$ cat config.mk
export PLATFORM = sky130hd
export DESIGN_NAME = enc_frame_ctrl_flat
export DESIGN_NICKNAME = d
export VERILOG_FILES = /design/src/rtl/enc_frame_ctrl_if.sv /design/src/rtl/enc_frame_ctrl.sv /design/src/flat_wrapper.sv
export SDC_FILE = /design/constraint.sdc
export NUM_CORES = 1
export LEC_CHECK = 0
export BUFFER_PORTS_ARGS = -buffer_cell sky130_fd_sc_hd__buf_2
export CAP_MARGIN = 5
export CELL_PAD_IN_SITES_DETAIL_PLACEMENT = 1
export CELL_PAD_IN_SITES_GLOBAL_PLACEMENT = 2
export CORE_UTILIZATION = 25
export DETAILED_ROUTE_END_ITERATION = 16
export PLACE_DENSITY = 0.71
export REMOVE_ABC_BUFFERS = 1
export SETUP_SLACK_MARGIN = 0.3
export SLEW_MARGIN = 20
export SYNTH_ARGS = -nofsm -noshare
export SYNTH_HDL_FRONTEND = slang
export SYNTH_SLANG_ARGS = --single-unit
export TNS_END_PERCENT = 20
$ cat constraint.sdc
create_clock -name clk -period 3.2 [get_ports clk]
set_clock_uncertainty 0.2 [all_clocks]
set_input_delay 0.8 -clock clk [delete_from_list [all_inputs] [get_ports clk]]
set_output_delay 0.8 -clock clk [all_outputs]
set_load 0.02 [all_outputs]
$ cat src/rtl/enc_frame_ctrl_if.sv
// Beat-stream bundle between the frame controller and the cipher datapath.
//   in_valid  : reader beat strobe (reader hsync)
//   enc_ecb   : ECB core result for the current beat
//   enc_cbc   : CBC core result for the current beat
//   chain     : chaining vector to the CBC core IV input
//   out_valid : ciphertext beat strobe to the writer
//   out_data  : ciphertext beat
// master = controller side, slave = datapath / environment side.
interface enc_frame_ctrl_if #(
  parameter int unsigned DATA_W = 48
);
  logic              in_valid;
  logic [DATA_W-1:0] enc_ecb;
  logic [DATA_W-1:0] enc_cbc;
  logic [DATA_W-1:0] chain;
  logic              out_valid;
  logic [DATA_W-1:0] out_data;

  modport master (
    input  in_valid, enc_ecb, enc_cbc,
    output chain, out_valid, out_data
  );

  modport slave (
    output in_valid, enc_ecb, enc_cbc,
    input  chain, out_valid, out_data
  );
endinterface

$ cat src/rtl/enc_frame_ctrl.sv
// Frame-level sequencer for the image encryption datapath.
// Runs the key LFSR for KEY_CYCLES cycles, then loads the CBC chaining
// register from the IV, kicks the reader, counts beats per row/frame and
// registers the selected ciphertext toward the writer.
// Ports:
//   clk, rst        : clock, synchronous active-high reset
//   i_start         : one-cycle frame request (honoured only in IDLE)
//   i_abort         : synchronous abort back to IDLE
//   i_mode          : 0 = ECB, 1 = CBC, latched on accepted start
//   i_iv            : current IV LFSR output
//   bus (master)    : beat stream in/out and chaining vector
//   o_key_en        : key LFSR enable (KEYGEN only)
//   o_core_en       : cipher core enable (RUN only)
//   o_frame_start   : one-cycle reader kick (ARM)
//   o_busy          : high outside IDLE
//   o_done          : one-cycle end-of-frame pulse
//   o_err           : sticky protocol error (beat outside RUN)
module enc_frame_ctrl #(
  parameter int unsigned HSIZE      = 768,
  parameter int unsigned VSIZE      = 512,
  parameter int unsigned DATA_W     = 48,
  parameter int unsigned KEY_CYCLES = 4
) (
  input  logic              clk,
  input  logic              rst,
  input  logic              i_start,
  input  logic              i_abort,
  input  logic              i_mode,
  input  logic [DATA_W-1:0] i_iv,
  enc_frame_ctrl_if.master  bus,
  output logic              o_key_en,
  output logic              o_core_en,
  output logic              o_frame_start,
  output logic              o_busy,
  output logic              o_done,
  output logic              o_err
);

  localparam int unsigned BEATS_PER_ROW = HSIZE / 2;
  localparam int unsigned COL_W  = (BEATS_PER_ROW > 1) ? $clog2(BEATS_PER_ROW) : 1;
  localparam int unsigned ROW_W  = (VSIZE > 1) ? $clog2(VSIZE) : 1;
  localparam int unsigned KCNT_W = (KEY_CYCLES > 1) ? $clog2(KEY_CYCLES) : 1;

  localparam logic [COL_W-1:0]  COL_LAST = COL_W'(BEATS_PER_ROW - 1);
  localparam logic [ROW_W-1:0]  ROW_LAST = ROW_W'(VSIZE - 1);
  localparam logic [KCNT_W-1:0] KEY_LAST = KCNT_W'(KEY_CYCLES - 1);

  typedef enum logic [2:0] {
    S_IDLE,
    S_KEYGEN,
    S_ARM,
    S_RUN,
    S_DONE
  } state_t;

  state_t              r_state;
  logic                r_mode;
  logic [KCNT_W-1:0]   r_kcnt;
  logic [COL_W-1:0]    r_col_cnt;
  logic [ROW_W-1:0]    r_row_cnt;
  logic [DATA_W-1:0]   r_chain;
  logic                r_out_valid;
  logic [DATA_W-1:0]   r_out_data;
  logic                r_key_en;
  logic                r_core_en;
  logic                r_frame_start;
  logic                r_busy;
  logic                r_done;
  logic                r_err;

  logic                w_accept;
  logic [DATA_W-1:0]   w_cipher;

  // A beat counts only while RUN and not being aborted.
  assign w_accept = (r_state == S_RUN) && bus.in_valid && !i_abort;
  assign w_cipher = r_mode ? bus.enc_cbc : bus.enc_ecb;

  // Sequencer: state, counters and every output are registered here.
  always_ff @(posedge clk) begin
    if (rst) begin
      r_state       <= S_IDLE;
      r_mode        <= 1'b0;
      r_kcnt        <= '0;
      r_col_cnt     <= '0;
      r_row_cnt     <= '0;
      r_chain       <= '0;
      r_out_valid   <= 1'b0;
      r_out_data    <= '0;
      r_key_en      <= 1'b0;
      r_core_en     <= 1'b0;
      r_frame_start <= 1'b0;
      r_busy        <= 1'b0;
      r_done        <= 1'b0;
      r_err         <= 1'b0;
    end else begin
      // Pulse outputs default low every cycle.
      r_out_valid   <= 1'b0;
      r_frame_start <= 1'b0;
      r_done        <= 1'b0;

      // Sticky error on a reader beat arriving while not in RUN.
      if (bus.in_valid && (r_state != S_RUN)) begin
        r_err <= 1'b1;
      end

      // Output register: data holds between beats.
      if (w_accept) begin
        r_out_valid <= 1'b1;
        r_out_data  <= w_cipher;
      end

      if (i_abort) begin
        // Chain and err deliberately untouched by abort.
        r_state   <= S_IDLE;
        r_kcnt    <= '0;
        r_col_cnt <= '0;
        r_row_cnt <= '0;
        r_key_en  <= 1'b0;
        r_core_en <= 1'b0;
        r_busy    <= 1'b0;
      end else begin
        unique case (r_state)
          S_IDLE: begin
            if (i_start) begin
              r_state  <= S_KEYGEN;
              r_mode   <= i_mode;
              r_kcnt   <= '0;
              r_key_en <= 1'b1;
              r_busy   <= 1'b1;
            end
          end

          S_KEYGEN: begin
            r_kcnt <= r_kcnt + KCNT_W'(1);
            if (r_kcnt == KEY_LAST) begin
              r_state       <= S_ARM;
              r_key_en      <= 1'b0;
              r_frame_start <= 1'b1;
            end
          end

          S_ARM: begin
            r_chain   <= i_iv;
            r_core_en <= 1'b1;
            r_state   <= S_RUN;
          end

          S_RUN: begin
            if (bus.in_valid) begin
              if (r_mode) begin
                r_chain <= bus.enc_cbc;
              end
              if (r_col_cnt == COL_LAST) begin
                r_col_cnt <= '0;
                if (r_row_cnt == ROW_LAST) begin
                  // Last beat of the frame: its output and done coincide.
                  r_state   <= S_DONE;
                  r_core_en <= 1'b0;
                  r_done    <= 1'b1;
                end else begin
                  r_row_cnt <= r_row_cnt + ROW_W'(1);
                end
              end else begin
                r_col_cnt <= r_col_cnt + COL_W'(1);
              end
            end
          end

          S_DONE: begin
            r_kcnt    <= '0;
            r_col_cnt <= '0;
            r_row_cnt <= '0;
            r_busy    <= 1'b0;
            r_state   <= S_IDLE;
          end

          default: begin
            r_state   <= S_IDLE;
            r_key_en  <= 1'b0;
            r_core_en <= 1'b0;
            r_busy    <= 1'b0;
          end
        endcase
      end
    end
  end

  assign bus.chain     = r_chain;
  assign bus.out_valid = r_out_valid;
  assign bus.out_data  = r_out_data;
  assign o_key_en      = r_key_en;
  assign o_core_en     = r_core_en;
  assign o_frame_start = r_frame_start;
  assign o_busy        = r_busy;
  assign o_done        = r_done;
  assign o_err         = r_err;

endmodule

$ cat src/flat_wrapper.sv
// flat-port wrapper written by rule: the top's interface ports become plain ports
module enc_frame_ctrl_flat 
#(
  parameter int unsigned HSIZE      = 768,
  parameter int unsigned VSIZE      = 512,
  parameter int unsigned DATA_W     = 48,
  parameter int unsigned KEY_CYCLES = 4
)
  (clk, rst, i_start, i_abort, i_mode, i_iv, o_key_en, o_core_en, o_frame_start, o_busy, o_done, o_err, bus_in_valid, bus_enc_ecb, bus_enc_cbc, bus_chain, bus_out_valid, bus_out_data);
  enc_frame_ctrl_if #(.DATA_W(DATA_W)) bus_i ();
  input  logic clk;
  input  logic rst;
  input  logic i_start;
  input  logic i_abort;
  input  logic i_mode;
  input  logic [DATA_W-1:0] i_iv;
  output logic o_key_en;
  output logic o_core_en;
  output logic o_frame_start;
  output logic o_busy;
  output logic o_done;
  output logic o_err;
  input wire logic [$bits(bus_i.in_valid)-1:0] bus_in_valid;
  input wire logic [$bits(bus_i.enc_ecb)-1:0] bus_enc_ecb;
  input wire logic [$bits(bus_i.enc_cbc)-1:0] bus_enc_cbc;
  output wire logic [$bits(bus_i.chain)-1:0] bus_chain;
  output wire logic [$bits(bus_i.out_valid)-1:0] bus_out_valid;
  output wire logic [$bits(bus_i.out_data)-1:0] bus_out_data;
  assign bus_i.in_valid = bus_in_valid;
  assign bus_i.enc_ecb = bus_enc_ecb;
  assign bus_i.enc_cbc = bus_enc_cbc;
  assign bus_chain = bus_i.chain;
  assign bus_out_valid = bus_i.out_valid;
  assign bus_out_data = bus_i.out_data;
  enc_frame_ctrl #(.HSIZE(HSIZE), .VSIZE(VSIZE), .DATA_W(DATA_W), .KEY_CYCLES(KEY_CYCLES)) u_core (.clk(clk), .rst(rst), .i_start(i_start), .i_abort(i_abort), .i_mode(i_mode), .i_iv(i_iv), .bus(bus_i), .o_key_en(o_key_en), .o_core_en(o_core_en), .o_frame_start(o_frame_start), .o_busy(o_busy), .o_done(o_done), .o_err(o_err));
endmodule
* Word-level counts from Yosys, hierarchy flattened
Index checks and enable logic that the tools add are counted.
** Word-level totals
- Register bits after elaboration :: 127
- Logic and storage cells :: 93
** Operators by class
- Mux-type cells :: 30
- Bitwise gates (word level) :: 8
- Add/subtract/negate cells :: 3
- Reduce and logical (&&, ||, !) cells :: 23
- Equality and inequality tests :: 15
** Operators by type and width (count)
- $mux W48 :: 3
- $pmux W48 S2 :: 1
- $mux W9 :: 5
- $pmux W9 S2 :: 2
- $add A9 B1 Y9 const B :: 2
- $eq A9 B9 Y1 const B :: 2
- $mux W3 :: 5
- $pmux W3 S4 :: 1
- $reduce_and A4 Y1 :: 3
- $reduce_or A3 Y1 :: 4
- $ne A2 B2 Y1 const B :: 5
- $mux W1 :: 8
- $not A1 Y1 :: 8
- $eq A3 B2 Y1 const B :: 2
- $pmux W1 S3 :: 2
- $pmux W2 S3 :: 1
- $reduce_and A2 Y1 :: 3
- $reduce_and A3 Y1 :: 2
- $reduce_and A5 Y1 :: 1
- $reduce_or A5 Y1 :: 1
- $ne A2 B1 Y1 const B :: 2
- $reduce_bool A2 Y1 :: 2
- $eq A3 B1 Y1 const B :: 1
- $eq A3 B3 Y1 const B :: 1
- 10 further kinds :: 12

* Logic depth before layout (Yosys ltp)
Gate-level depths: netlist of run 1.
- Depth after elaboration :: 5
- Mapped depth :: 8

* Worst setup path before layout of run 1
Ideal clock, no wire load.
- Kind :: input port to flip-flop
- Start point :: input port bus_in_valid
- End point :: register u_core.r_chain[27], in the netlist u_core.bus.chain[27]
- Arrival :: 1.954 ns
- Stages :: 6
- Setup time :: 0.146 ns
- Slack :: 0.900 ns
- Path through :: buf_6 > nand2_4 > a2111oi_4 > buf_6 > buf_6 > a211oi_2
** On the way
- Word-level cells in the longest chain between the ends :: 2
** RTL lines
- start, declared :: line flat_wrapper.sv:23 : input wire logic [$bits(bus_i.in_valid)-1:0] bus_in_valid;
- $ne A2 B2 Y1 (no source line)
- $reduce_and A4 Y1 (no source line)
- end signal, assigned :: line enc_frame_ctrl.sv:143 : r_chain <= i_iv;
- end signal, assigned :: line enc_frame_ctrl.sv:151 : r_chain <= bus.enc_cbc;
- end, declared :: line enc_frame_ctrl.sv:61 : logic [DATA_W-1:0] r_chain;
No other way between the ends.
A chain may end at the register's enable or synchronous reset.

* Final worst setup path of run 1
- Start point :: register u_core.r_row_cnt[0]
- End point :: register u_core.r_row_cnt[5]
** On the way
- Word-level cells in the longest chain between the ends :: 5
- Elaborated cells on any way between the ends :: 8
- Classes of those cells :: 1 x add/sub; 2 x eq/ne; 4 x mux; 1 x reduce/logical
** RTL lines
- start, declared :: line enc_frame_ctrl.sv:60 : logic [ROW_W-1:0] r_row_cnt;
- start signal, assigned :: line enc_frame_ctrl.sv:161 : r_row_cnt <= r_row_cnt + ROW_W'(1);
- $add A9 B1 Y9 :: line enc_frame_ctrl.sv:161
- $mux W9 :: line enc_frame_ctrl.sv:155 : if (r_row_cnt == ROW_LAST) begin
- $mux W9 :: line enc_frame_ctrl.sv:153 : if (r_col_cnt == COL_LAST) begin
- $mux W9 :: line enc_frame_ctrl.sv:149 : if (bus.in_valid) begin
- $pmux W9 S2 :: line enc_frame_ctrl.sv:122 : unique case (r_state)
Several ways; a longest one is shown, not always the timed one. The select of a mux whose other input is x is not followed.

==> results of run 1 <==
[worst min-delay path, delay by kind of cell, from the launching register on]
family | cells | cell delay (ps)
AOI/OAI and AO/OA | 1 | 40
DFF | 1 | 320
and+or+nand+nor | 1 | 60
[through the flow]
stage | hold slack (ps) | cell area [µm²]
floorplan | 249 | 5780
global placement | 248 | 7600
detailed placement | 254 | 7600
CTS | 269 | 8200
global route | 294 | 8200
finish | 262 | 8200
[cells in the final DEF, fill, tap and decap left out, types with 3 or more instances in the layout]
| cell | instances |
|---|---|
| sky130_fd_sc_hd__buf_2 | 251 |
| sky130_fd_sc_hd__dfxtp_1 | 126 |
| sky130_fd_sc_hd__nor2_1 | 115 |
| sky130_fd_sc_hd__mux2i_1 | 99 |
| sky130_fd_sc_hd__a211oi_1 | 51 |
| sky130_fd_sc_hd__a211oi_2 | 50 |
| sky130_fd_sc_hd__clkbuf_16 | 17 |
| sky130_fd_sc_hd__a21oi_1 | 12 |
| sky130_fd_sc_hd__nand3_1 | 10 |
| sky130_fd_sc_hd__o21ai_0 | 10 |
| sky130_fd_sc_hd__buf_4 | 8 |
| sky130_fd_sc_hd__nand2_1 | 7 |
| sky130_fd_sc_hd__inv_1 | 5 |
| sky130_fd_sc_hd__buf_12 | 5 |
| sky130_fd_sc_hd__and3_1 | 4 |
| sky130_fd_sc_hd__nor3_1 | 4 |
| sky130_fd_sc_hd__ha_1 | 4 |
| sky130_fd_sc_hd__inv_6 | 4 |
| sky130_fd_sc_hd__and4b_1 | 3 |
| sky130_fd_sc_hd__o211ai_1 | 3 |
| sky130_fd_sc_hd__o31ai_1 | 3 |
| sky130_fd_sc_hd__xor2_1 | 3 |
| sky130_fd_sc_hd__xnor2_1 | 3 |
[power by group through the flow]
stage / sequential [mW] / clock (mW) / combinational (mW)
after floorplan: 1.64 / 0 / 0.0798
after global placement: 1.63 / 0 / 0.243
after detailed placement: 1.63 / 0 / 0.244
after CTS: 1.60 / 2.04 / 0.245
after global routing: 1.60 / 2.12 / 0.263
final: 1.60 / 1.97 / 0.238
[cell families (layout without fill, tap and decap cells)]
group / Yosys count / count (layout) / synth area share (%)
and+or+nand+nor: 163 / 163 / 12.4
buffers and inverters: 58 / 301 / 5.58
AOI/OAI and AO/OA: 150 / 150 / 22.4
DFF: 127 / 127 / 41.7
xor gates and xnor gates: 6 / 6 / 0.862
adders and majority gates: 4 / 4 / 0.821
muxes: 99 / 99 / 16.2
[final cells by class]
type | count | area share [%]
clock buffer | 18 | 5.36
clock inverter | 14 | 1.89
inverter | 5 | 0.229
multi-input combinational | 422 | 39.3
sequential | 127 | 31.1
tap | 319 | 4.87
timing repair buffer | 264 | 17.3
[sequential cells by signal, indices dropped and copies added (netlist names)]
name	flops
u_core.o_frame_start	1
u_core.o_busy	1
u_core.bus.out_valid	1
u_core.r_col_cnt	9
u_core.o_core_en	1
u_core.bus.chain	48
u_core.o_key_en	1
u_core.r_row_cnt	9
u_core.o_err	1
u_core.bus.out_data	48
u_core.r_kcnt	2
u_core.o_done	1
u_core.r_mode	1
u_core.r_state	3
[layer usage]
layer,global-route usage [%],wire length (µm)
met5,0,0
met3,5.75,1360
met4,3.39,147
met2,25.9,9170
met1,17.7,8100
[worst paths after layout]
path,to,slack (ps),cells after the start
worst max-delay path,u_core.r_row_cnt[5]$_SDFFE_PP0P_,800,8
worst min-delay path,u_core.o_err$_SDFFE_PP0P_,260,2
worst max register to register,u_core.r_row_cnt[5]$_SDFFE_PP0P_,800,8
worst min register to register,u_core.o_err$_SDFFE_PP0P_,260,2
==> summary by stage, run 1 <==
Clocking
The clock slew at the register clock pins of the worst setup and hold paths is 60 ps. TritonCTS built the clock tree. The buffer depth of the longest clock path is 2. The CTS H-tree depth is 4. The number of CTS-inserted buffers is 17. The number of hold buffers added after CTS was 0. Post-CTS timing repair inserted 0 buffers for setup. The clock net in this run drives a total of 127 sinks.

In this run, post-CTS repair resized a total of 0 instances. At the later pin of the worst-skew pair, clock insertion delay measures 410 ps. Clock tree synthesis selected as its root buffer the cell sky130_fd_sc_hd__clkbuf_16.

Yosys
For this run, the register share of the synthesized area comes to 41.7%. The commonest cells after synthesis are 127 x sky130_fd_sc_hd__dfxtp_1, 115 x sky130_fd_sc_hd__nor2_1, 99 x sky130_fd_sc_hd__mux2i_1. Counting flops with a built-in enable in the synthesized netlist gives 0. The number of warnings printed during yosys synthesis is 0.

A synthesized cell averages 10.0 µm². The dominant synthesized flop cell is sky130_fd_sc_hd__dfxtp_1. After synthesis, the cell types taking the most area are sky130_fd_sc_hd__dfxtp_1 42%, sky130_fd_sc_hd__mux2i_1 16%, sky130_fd_sc_hd__a211oi_2 10%. The post-synthesis cell area is 6100 µm². Summed over all instances, the cell type with the most area after synthesis is sky130_fd_sc_hd__dfxtp_1. After synthesis, the share of flip-flops with an asynchronous set or reset is 0%. The cell with the most instances after synthesis is sky130_fd_sc_hd__dfxtp_1.

The post-synthesis instance total is 607. The proportion of netlist area held by the largest area contributor is 41.7%. The netlist uses 57 different library cells.

After synthesis the netlist holds a flip-flop and latch count of 127.

Finish
After filler insertion, the fill cell instance count of the layout stands at 2830. The post-synthesis to final-layout area growth is 34.4%. Once layout is complete, the utilization of the core stands at 34.6%. 0 antenna diodes ended up in the layout. The number of nets in the layout is 991. The count of cells in the finished layout, fillers not included, comes to 1169. The fraction of layout cells with a size suffix above 1 is 42.1%. The combined flip-flop and latch cell area is 2550 µm². The area of combinational cells with multiple inputs is 3220 µm².

Place
The final RePlAce weighted congestion is 0.752. The worst setup slack after placement is 605 ps. The count of placed standard cells including taps is 1137. The sum of net half-perimeters after detailed placement is 13800 µm. Input and output buffers added on the ports amount to 252.

Power
For this design the static power due to leakage is 3.59 nW. Internal power comes to 2.88 mW. The analysis attributes to net switching a power of 924 µW. The design draws 3.81 mW.

The combinational cell fraction of total power is 6.3%. The power per cell area is 465 nW/µm². The net switching share of the total power is 24.3%. Per report_power, the clock group accounts for 51.8% of the total. Of the total power, registers draw 42.0%. The peak supply drop is 264 µV.

Global routing
The first global-routing pass estimated 28900 µm of wire. The all-layer global routing usage is 15.1%. The initial antenna violation count is 0. The pin count of the biggest net entering global routing is 99. The number of global-route vias before repair is 5399. For this run the aggregate overflow at the end of global routing stands at 0.

Timing
In the final timing run, aggregate negative setup slack is 0 ps. The post-layout worst setup margin is 799 ps. Derived from the worst setup path, the maximum achievable clock frequency is 416 MHz. Setup repair after global routing left no endpoint under its margin. The count of final max-slew check failures is 0.

The worst pin sits at a relative slew slack of 55.8%. At the pin with the least slew margin, the transition time is 662 ps. The number of hold violations in the final report is 0. The period utilization is 75.0%. The count of endpoints failing setup in the final report is 0. For the finished layout, the period the worst path requires is 2400 ps.

Critical path
The family of cells with the greatest summed delay on the critical path is simple AND/OR/NAND/NOR gates. The critical path is of the reg -> reg type. The start point of the critical path is u_core.r_row_cnt[0]$_SDFFE_PP0P_.

The data arrival at the endpoint of the critical path is 2530 ps. Counting stages on the worst path, the most repeated cell is sky130_fd_sc_hd__ha_1. The signal on the critical path passes through ha_1 -> nand3_1 -> nor2_1 -> ha_1 -> and4bb_2 -> nand4_1 -> or4_1 -> o22ai_1. The count of buffer and inverter cells on the critical path is 0.

The cell with the biggest individual delay on the critical path is sky130_fd_sc_hd__and4bb_2. The critical path required time is 3330 ps. Of all nets on the critical path, the largest fanout is 6. STA classifies the critical path endpoint as a flop. The kind of start point of the critical path is a flop. The origin of the critical flop-to-flop path is u_core.r_row_cnt[0]$_SDFFE_PP0P_.

The largest stage delay on the critical path is 400 ps.

Detailed routing
The routed design has 18800 µm of wire. After detailed routing, the number of remaining DRC violations is 0. After detailed routing, the average wire length per cell comes to 16.1 µm. The via total after detailed routing is 5363. Dividing the detail-routed via count by the number of cells gives 4.59. The starting DRC count in detailed routing is 140. Before antenna repair, the detailed router went through 4 iterations.

The detail route stage leaves a number of antenna-violating nets equal to 0.

Floorplan
For this configuration, the core starts out at a cell density of 25.8%. The core region is 23700 µm². Measured along the x axis, the die boundary spans 158 µm.

The top-level I/O count is 253. The floorplan step defined a die boundary enclosing 25000 µm². The number of rows created at floorplan is 56. The vertical die dimension is 158 µm.

Run
The number of maximum-capacitance violations is 0.

Hold path
In this run the most critical hold path is launched from u_core.o_err$_SDFFE_PP0P_. The min-delay analysis places its worst path in the category reg -> reg.

Status
The run finished with clean final reports.
Power figures use the tool's default switching activity.
==> inputs of run 2 (changes only) <==
--- a/config.mk
+++ b/config.mk
@@ -11,7 +11,7 @@
 export CELL_PAD_IN_SITES_GLOBAL_PLACEMENT = 2
 export CORE_UTILIZATION = 25
 export DETAILED_ROUTE_END_ITERATION = 16
-export PLACE_DENSITY = 0.71
+export PLACE_DENSITY = 0.74
 export REMOVE_ABC_BUFFERS = 1
 export SETUP_SLACK_MARGIN = 0.3
 export SLEW_MARGIN = 20
==> constraint.sdc (replaced) <==
create_clock -name clk -period 2.2 [get_ports clk]
set_clock_uncertainty 0.2 [all_clocks]
set_input_delay 0.55 -clock clk [delete_from_list [all_inputs] [get_ports clk]]
set_output_delay 0.55 -clock clk [all_outputs]
set_load 0.02 [all_outputs]
==> run 2 against run 1 <==
Compared with the run above: worst hold slack worse by 68 ps; final cell count is 3.8% higher; combinational power is 57% higher; register-to-register slack worse by 700 ps; global-route usage is 0.80 points higher; wire length is 13% higher; highest routed layer unchanged; critical path type unchanged; final area is 6.5% higher.
==> summary by stage, run 2 (synthesis gave the netlist of run 1 again) <==
Status
Status: finished clean (unchanged).

Clocking
The number of CTS-inserted buffers is 17 (unchanged). The total clock sinks came to 127 (unchanged). The clock tree root buffer cell is sky130_fd_sc_hd__clkbuf_16 (unchanged).

The CTS H-tree depth is 4 (unchanged). The buffer depth of the longest clock path is 2 (unchanged). The clock slew at the register clock pins of the worst setup and hold paths is 70 ps (was 60 ps).

The clock latency of the later-clocked register in the worst-skew pair came to 420 ps (was 410 ps). The clock tree from TritonCTS is done (unchanged).

Timing
RSZ-0062 raised after global routing: true (was false). The count of final max-slew check failures is 0 (unchanged). The period utilization is 95.3% (was 75.0%). The number of hold violations in the final report is 0 (unchanged). The count of endpoints failing setup in the final report came to 0 (unchanged). The slew of the pin with the lowest slew margin was 740 ps (was 662 ps). The final-layout worst hold slack is 193 ps (was 262 ps).

The maximum operating frequency is 477 MHz (was 416 MHz). The setup TNS after final layout is 0 ps (unchanged). The final critical delay including setup and external delays is 2100 ps (was 2400 ps). The worst-case headroom to the max-slew limit came to 50.5% (was 55.8%).

Detailed routing
The number of antenna-violating nets in the routed design is 0 (unchanged). The length of routed wiring on met1 was 8730 µm (was 8100 µm). The highest metal layer with signal wires is met4 (unchanged).

The ratio of routed vias to standard cells was 4.69 (was 4.59). The detailed-routed wire length on met3 is 1210 µm (was 1360 µm). The first-pass iteration count of the detailed router came to 4 (unchanged). The detail-routed net length per standard cell is 17.5 µm (was 16.1 µm). The total DRC errors in the routed layout is 0 (unchanged). The starting DRC count in detailed routing came to 225 (was 140). The total wire length after detailed routing is 21200 µm (was 18800 µm). The via total after detailed routing came to 5694 (was 5363). The routed wire length on met2 is 11000 µm (was 9170 µm).

Critical path
The largest stage delay on the critical path is 410 ps (was 400 ps). The critical path required time was 2350 ps (was 3330 ps). The type of destination of the critical path is a flop (unchanged).

The largest fanout on the critical path is 4 (was 6). The cell with the biggest individual delay on the critical path is sky130_fd_sc_hd__or4_1 (was sky130_fd_sc_hd__and4bb_2). The most used cell along the critical path is sky130_fd_sc_hd__ha_2 (was sky130_fd_sc_hd__ha_1). Cell-by-cell trace of the critical path: ha_2 -> nand3_2 -> nor2_1 -> ha_2 -> and4bb_2 -> nand4_1 -> or4_1 -> o22ai_1 (was ha_1 -> nand3_1 -> nor2_1 -> ha_1 -> and4bb_2 -> nand4_1 -> or4_1 -> o22ai_1). The kind of start point of the critical path was a flop (unchanged). The startpoint-to-endpoint class of the critical path is reg -> reg (unchanged). The data arrival at the endpoint of the critical path is 2240 ps (was 2530 ps).

Finish
The fraction of layout cells with a size suffix above 1 is 47.3% (was 42.1%). The post-synthesis to final-layout area growth is 43.1% (was 34.4%). The number of nets in the layout is 1034 (was 991). Most frequent cells in the layout: 251 x sky130_fd_sc_hd__buf_2, 119 x sky130_fd_sc_hd__dfxtp_1, 115 x sky130_fd_sc_hd__nor2_1, 99 x sky130_fd_sc_hd__mux2i_1, 51 x sky130_fd_sc_hd__a211oi_1 (was 251 x sky130_fd_sc_hd__buf_2, 126 x sky130_fd_sc_hd__dfxtp_1, 115 x sky130_fd_sc_hd__nor2_1, 99 x sky130_fd_sc_hd__mux2i_1, 51 x sky130_fd_sc_hd__a211oi_1). The finished layout cell area is 8730 µm² (was 8200 µm²). The final cell utilization of the core came to 36.8% (was 34.6%). The most common cell after layout, fill and taps aside is sky130_fd_sc_hd__buf_2 (unchanged).

Power
The static leakage was 3.84 nW (was 3.59 nW). The peak supply drop is 409 µV (was 264 µV). The power per cell area was 650 nW/µm² (was 465 nW/µm²). The net switching share of the total power came to 24.0% (was 24.3%).

The internal power came to 4.31 mW (was 2.88 mW). The relative contribution of sequential cells to total power is 40.7% (was 42.0%). The combinational cell fraction of total power came to 6.6% (was 6.3%). The part of the total power dissipated in the clock network is 52.7% (was 51.8%).

The net switching power was 1.36 mW (was 924 µW). The post-route total power is 5.67 mW (was 3.81 mW).

Global routing
The sum of overflow across all layers after global routing was 0 (unchanged). The global-route wire length before repair came to 30700 µm (was 28900 µm). The initial antenna violation count is 1 (was 0).

The all-layer global routing usage is 15.9% (was 15.1%). The number of global-route vias before repair is 5909 (was 5399). The pin count of the biggest net entering global routing was 99 (unchanged).

Place
The total of buffers placed on input and output ports is 252 (unchanged). The sum of net half-perimeters after detailed placement is 13900 µm (was 13800 µm). The final RePlAce weighted congestion is 0.805 (was 0.752). The standard cell area after detailed placement is 7790 µm² (was 7600 µm²).

Hold path
The type of the most critical hold path is in -> reg (was reg -> reg).

Floorplan
The number of rows created at floorplan is 56 (unchanged). The vertical die dimension is 158 µm (unchanged). The top-level I/O count is 253 (unchanged). The floorplan core area was 23700 µm² (unchanged).

The die width is 158 µm (unchanged). The area of the die is 25000 µm² (unchanged). The initial core utilization is 25.8% (unchanged).

Run
The number of maximum-capacitance violations came to 0 (unchanged).
[run 2: stage by stage]
step                      std cells  worst slack [ps]
after CTS                      1203               135
final                          1213               103
after detailed placement       1160             -6.79
after floorplan                 554             -3860
after global placement         1160              59.1
after global routing           1212             -1.81
[run 2: per-layer routing]
layer / vias up / GRT usage, %
li1: 2787 / -
met1: 2733 / 17.7
met2: 153 / 28.8
met3: 21 / 4.57
met4: 0 / 5.31
met5: - / 0
[run 2: path summary, 6_finish.rpt]
check / from / depth (start not counted) / slack, ps / end
worst min-delay path: i_mode / 3 / 190 / u_core.r_mode$_SDFFE_PP0P_
worst min register to register: u_core.o_err$_SDFFE_PP0P_ / 2 / 280 / u_core.o_err$_SDFFE_PP0P_
worst max register to register: u_core.r_row_cnt[1]$_SDFFE_PP0P_ / 8 / 100 / u_core.r_row_cnt[5]$_SDFFE_PP0P_
worst max-delay path: u_core.r_row_cnt[1]$_SDFFE_PP0P_ / 8 / 100 / u_core.r_row_cnt[5]$_SDFFE_PP0P_
[run 2: repair_timing]
| action | CTS | global route |
|---|---|---|
| resized for setup | 21 | 10 |
| cloned | 1 | 3 |
| pin swaps | 7 | 10 |
| hold buffers | 0 | 0 |
| setup buffers | 10 | 6 |
| endpoints found under the setup margin | 64 | 83 |
[run 2: power groups by stage]
stage / Sequential, mW / Combinational, mW / Clock [mW]
detailed placement: 2.36 / 0.377 / 0
global route: 2.31 / 0.413 / 3.18
finish: 2.31 / 0.374 / 2.99
CTS: 2.31 / 0.381 / 3.08
global placement: 2.36 / 0.374 / 0
floorplan: 2.38 / 0.116 / 0
[run 2: layout make-up]
cell class                      instances  area (µm²)
Fill cell                            2782       15000
Multi-Input combinational cell        422        3290
Sequential cell                       127        2560
Timing Repair Buffer                  307        1830
Clock buffer                           18         439
Tap cell                              319         399
Clock inverter                         14         180
Inverter                                5        18.8
Antenna cell                            1        2.50
[run 2: worst max-delay path: cells and delay by family (launching register included)]
family	cells	cell delay, ps
and+or+nand+nor	5	980
AOI/OAI and AO/OA	1	150
DFF	1	340
adders and majority gates	2	360
